===== src/rtl/pipe_pkg.sv =====
// Shared pipeline-stage types and per-stage payload widths.
package pipe_pkg;

   typedef enum logic [1:0] {
      PS_EMPTY,
      PS_ONE,
      PS_TWO
   } pipe_state_t;

   // fetch/decode: 32-bit instruction + 64-bit PC
   localparam int IF_ID_W = 96;
   // decode/execute: two 64-bit operands, 32-bit instruction, 8-bit control
   localparam int ID_EX_W = 168;

   function automatic logic [1:0] state_occupancy(input pipe_state_t s);
      logic [1:0] occ;
      case (s)
         PS_ONE:  occ = 2'd1;
         PS_TWO:  occ = 2'd2;
         default: occ = 2'd0;
      endcase
      return occ;
   endfunction

endpackage


===== src/rtl/pipe_stage_skid.sv =====
// Pipeline stage register with valid/ready handshake, optional two-entry
// skid buffer and synchronous flush.
//
// state    | meaning
// ---------+--------------------------------------------------------------
// PS_EMPTY | nothing held, out_valid low
// PS_ONE   | main entry holds a word presented on out_data
// PS_TWO   | main and skid entries both hold words (SKID != 0 only)
module pipe_stage_skid
   import pipe_pkg::*;
#(
   parameter int                DATA_W    = IF_ID_W,
   parameter logic [DATA_W-1:0] RESET_VAL = '0,
   parameter int                SKID      = 1
) (
   input  logic              clk,
   input  logic              reset,
   input  logic              flush,
   input  logic              in_valid,
   output logic              in_ready,
   input  logic [DATA_W-1:0] in_data,
   output logic              out_valid,
   input  logic              out_ready,
   output logic [DATA_W-1:0] out_data,
   output logic [1:0]        occupancy
);

   pipe_state_t       state_q, state_d;
   logic [DATA_W-1:0] main_q, main_d;
   logic [DATA_W-1:0] skid_q, skid_d;
   logic              in_fire;

   // Next-state and entry loads; flush wipes both entries regardless of handshakes.
   always_comb begin
      state_d = state_q;
      main_d  = main_q;
      skid_d  = skid_q;
      in_fire = in_valid && in_ready;
      if (flush) begin
         state_d = PS_EMPTY;
         main_d  = RESET_VAL;
         skid_d  = RESET_VAL;
      end else begin
         case (state_q)
            PS_EMPTY: begin
               if (in_fire) begin
                  main_d  = in_data;
                  state_d = PS_ONE;
               end
            end
            PS_ONE: begin
               if (in_fire && out_ready) begin
                  main_d = in_data;
               end else if (in_fire && (SKID != 0)) begin
                  skid_d  = in_data;
                  state_d = PS_TWO;
               end else if (out_ready) begin
                  // main keeps its stale value; out_valid masks it
                  state_d = PS_EMPTY;
               end
            end
            PS_TWO: begin
               if (out_ready) begin
                  main_d  = skid_q;
                  state_d = PS_ONE;
               end
            end
            default: state_d = PS_EMPTY;
         endcase
      end
   end

   // State and entry registers.
   always_ff @(posedge clk) begin
      if (reset) begin
         state_q <= PS_EMPTY;
         main_q  <= RESET_VAL;
         skid_q  <= RESET_VAL;
      end else begin
         state_q <= state_d;
         main_q  <= main_d;
         skid_q  <= skid_d;
      end
   end

   generate
      if (SKID != 0) begin : g_skid
         logic in_ready_q, in_ready_d;

         // Registered ready: precomputed from the next state so it never waits on out_ready.
         always_comb begin
            in_ready_d = (state_d != PS_TWO);
         end

         // Resets high so the stage accepts on the first cycle out of reset.
         always_ff @(posedge clk) begin
            if (reset) begin
               in_ready_q <= 1'b1;
            end else begin
               in_ready_q <= in_ready_d;
            end
         end

         assign in_ready = in_ready_q && !reset;
      end else begin : g_noskid
         assign in_ready = (out_ready || (state_q == PS_EMPTY)) && !reset;
      end
   endgenerate

   assign out_valid = (state_q != PS_EMPTY);
   assign out_data  = main_q;
   assign occupancy = state_occupancy(state_q);

endmodule

===== config.mk =====
export PLATFORM = sky130hd
export DESIGN_NAME = pipe_stage_skid
export DESIGN_NICKNAME = d
export VERILOG_FILES = /design/src/rtl/pipe_pkg.sv /design/src/rtl/pipe_stage_skid.sv
export SDC_FILE = /design/constraint.sdc
export NUM_CORES = 1
export LEC_CHECK = 0
export CAP_MARGIN = 20
export CORE_ASPECT_RATIO = 0.8
export CORE_MARGIN = 2
export CORE_UTILIZATION = 40
export CTS_CLUSTER_DIAMETER = 50
export CTS_CLUSTER_SIZE = 20
export DETAILED_ROUTE_END_ITERATION = 8
export PLACE_DENSITY_LB_ADDON = 0.05
export SLEW_MARGIN = 20
export SYNTH_ARGS = -nofsm -noshare
export SYNTH_HDL_FRONTEND = slang
export SYNTH_SLANG_ARGS = --single-unit

===== constraint.sdc =====
create_clock -name clk -period 2.4 [get_ports clk]
set_input_delay 0.36 -clock clk [delete_from_list [all_inputs] [get_ports clk]]
set_output_delay 0.36 -clock clk [all_outputs]
set_load 0.05 [all_outputs]

==> results of run 1 <==
final timing paths:
path	start	to	slack (ns)
setup / recovery	state_q[0]	occupancy[0]	0.31
hold reg to reg	skid_q[36]	skid_q[36]	0.47
setup reg to reg	state_q[0]	out_data[21]	0.63
hold / removal	skid_q[36]	skid_q[36]	0.47
Yosys cell counts, types with 2 or more instances:
cell        n
buf_2      26
a211oi_2   40
a21oi_1    98
buf_6       6
nand3_1    97
o21ai_0    62
buf_4       2
inv_2       2
dfxtp_1   195
and3b_1     2
mux2i_1    96
clkbuf_1   90
a311oi_1   96
o21ai_1    34
nor2b_1     2
buf_1       5
a211oi_1   56
nand2b_1    2
per-layer routing:
metal | vias up | global-route usage (%)
li1 | 3809 | -
met1 | 3867 | 33.7
met2 | 221 | 34.7
met3 | 20 | 4.34
met4 | 2 | 6.22
met5 | - | 0
sequential cells by signal, indices dropped and copies added, names as in the netlist:
| register | count |
|---|---|
| out_data | 96 |
| skid_q | 96 |
| g_skid.in_ready_q | 1 |
| state_q | 2 |
layout make-up:
class | instances | area, µm²
clock inverters | 11 | 140
repair buffers | 233 | 2530
flip-flops and latches | 195 | 3900
clock buffers | 21 | 470
inverters | 3 | 12.5
fillers | 1929 | 9830
well taps | 275 | 344
multi-input cells | 595 | 4340
metrics by stage:
step / power [W] / area, µm² / worst slack, ns / util (%) / hold WS, ns
after floorplan: 0.00396 / 8780 / 0.672 / - / 0.439
after global placement: 0.00442 / 11100 / 0.312 / 51.6 / 0.460
after detailed placement: 0.00442 / 11100 / 0.276 / 51.6 / 0.466
after CTS: 0.00739 / 11700 / 0.285 / 54.4 / 0.477
after global routing: 0.00758 / 11700 / 0.242 / 54.4 / 0.492
final: 0.00733 / 11700 / 0.315 / 54.4 / 0.474
logic make-up after synthesis:
group / after synthesis / share of synthesized area, %
AOI/OAI and AO/OA: 387 / 31.2
buffers and inverters: 132 / 6.61
DFF: 195 / 44.5
muxes: 96 / 10.9
and+or+nand+nor: 112 / 6.73
critical path, stage by stage (launching register included):
cell,delay (ns)
dfxtp_1,0.46
nor2b_1,0.27
dlygate4sd2_1,0.56
repair_timing:
action,CTS,global route
resized for setup,1,0
endpoints found under the setup margin,1,0
buffers inserted,0,0
hold endpoints to repair,0,0
where the power goes:
part	internal (W)	switching [W]
Clock	0.00165	0.00134
Sequential	0.00329	0.0000374
Combinational	0.000418	0.000593
==> results.json, run 1 <==
{
  "synth.avg_cell_area_um2": 9.52,
  "min_period_ns": 2.09,
  "dp_cells": 1301,
  "synth_cells": 922,
  "rsz0062_at_grt": "false",
  "fmax_ghz": 0.480,
  "status": "completed",
  "dr.first_iter.drc_count": 867,
  "cts_tree": "done",
  "cts_root_buf": "clkbuf_16",
  "area_delta_synth_final_pct": 33.7,
  "numCtsBuffers": 17,
  "syn_area_um2": 8780,
  "synth_cell_types": 29,
  "path_max_fanout": 7,
  "path_clk_slew_ns": 0.07,
  "drc_errors": 0,
  "dr_wl_met3_um": 1480,
  "routed-via-count": 7919,
  "critPathKind": "flip-flop to output port",
  "synth.yosys.seq_area_share_pct": 44.5,
  "vias_per_cell": 5.94,
  "fp.dieH_um": 136,
  "synth_edf_count": 0,
  "die_area_um2": 23200,
  "dr.pass1.iters": 5,
  "io_pins": 201,
  "die_w_um": 170,
  "clk-insertion-delay-late_ns": 0.44,
  "antenna_left": 0,
  "synth_top_area_share_pct": 44.5,
  "initial_utilization_pct": 40.7,
  "io_buffers": 200,
  "hold_buffers": 0,
  "grt_pass1_vias": 7351,
  "setup_viol_count_final": 0,
  "top_layer": "met5",
  "max_cap_violations": 0,
  "synth_ff_type": "dfxtp_1",
  "wl_met2_um": 12300,
  "yosys.area.top_type": "dfxtp_1",
  "clk_path_buf_depth": 2,
  "htreeDepth": 4,
  "drt_wl_total_um": 27300,
  "synth_seq_cells": 195,
  "hpwl_um": 15700,
  "route.detailed.wl_per_inst_um": 20.5,
  "async_reset_ff_share_pct": 0,
  "period_share_pct": 86.9,
  "grt_max_degree": 68,
  "grt_pass1_wl_um": 42400,
  "num_rows": 48,
  "hold_depth": 2,
  "mostFrequentLayoutCell": "clkdlybuf4s50_1",
  "min_path_type": "flip-flop to flip-flop",
  "arrival_ns": 1.73,
  "clock_sinks": 195,
  "ff2ff_path_depth": 4,
  "maxSlewHeadroom_pct": 59.6,
  "drv_slew": 0,
  "cp-start-kind": "flip-flop",
  "ir_drop_uv": 420,
  "grt-ovfl-total": 0,
  "hold_viol": 0,
  "worst-slew-pin-transition_ns": 0.607,
  "layout.nets": 1146,
  "antenna_found_initial": 1,
  "yosysWarnings": 0,
  "fin_cells": 1333,
  "core_um2": 21600,
  "grtUsageTotal_pct": 23.0,
  "fin_tns_setup_ns": 0,
  "powerDensity_nw_per_um2": 624,
  "skew_ns": 0.0166,
  "met1Wirelength_um": 13200,
  "leakage_nw": 4.31,
  "mostFrequentLayoutCells": "196 x clkdlybuf4s50_1, 195 x dfxtp_1, 98 x a21oi_1",
  "crit_required_ns": 2.04,
  "routabilityCongestion": 0.742,
  "cp-end-kind": "output port",
  "synth_area_leaders": "dfxtp_1 44%, mux2i_1 11%, a311oi_1 9.6%, a211oi_2 5.7%, a21oi_1 5.6%",
  "synth_fp_nets": 1023,
  "drive_above_1_share_pct": 11.1,
  "insertedDiodeCount": 0
}
(Power assumes the default switching activity.)
==> run 2, diff against run 1 <==
--- a/config.mk
+++ b/config.mk
@@ -5,6 +5,7 @@
 export SDC_FILE = /design/constraint.sdc
 export NUM_CORES = 1
 export LEC_CHECK = 0
+export ABC_CLOCK_PERIOD_IN_PS = 2400
 export CAP_MARGIN = 20
 export CORE_ASPECT_RATIO = 0.8
 export CORE_MARGIN = 2
==> results of run 2 <==
Final layout, timing and power as in run 1 (identical DEF).
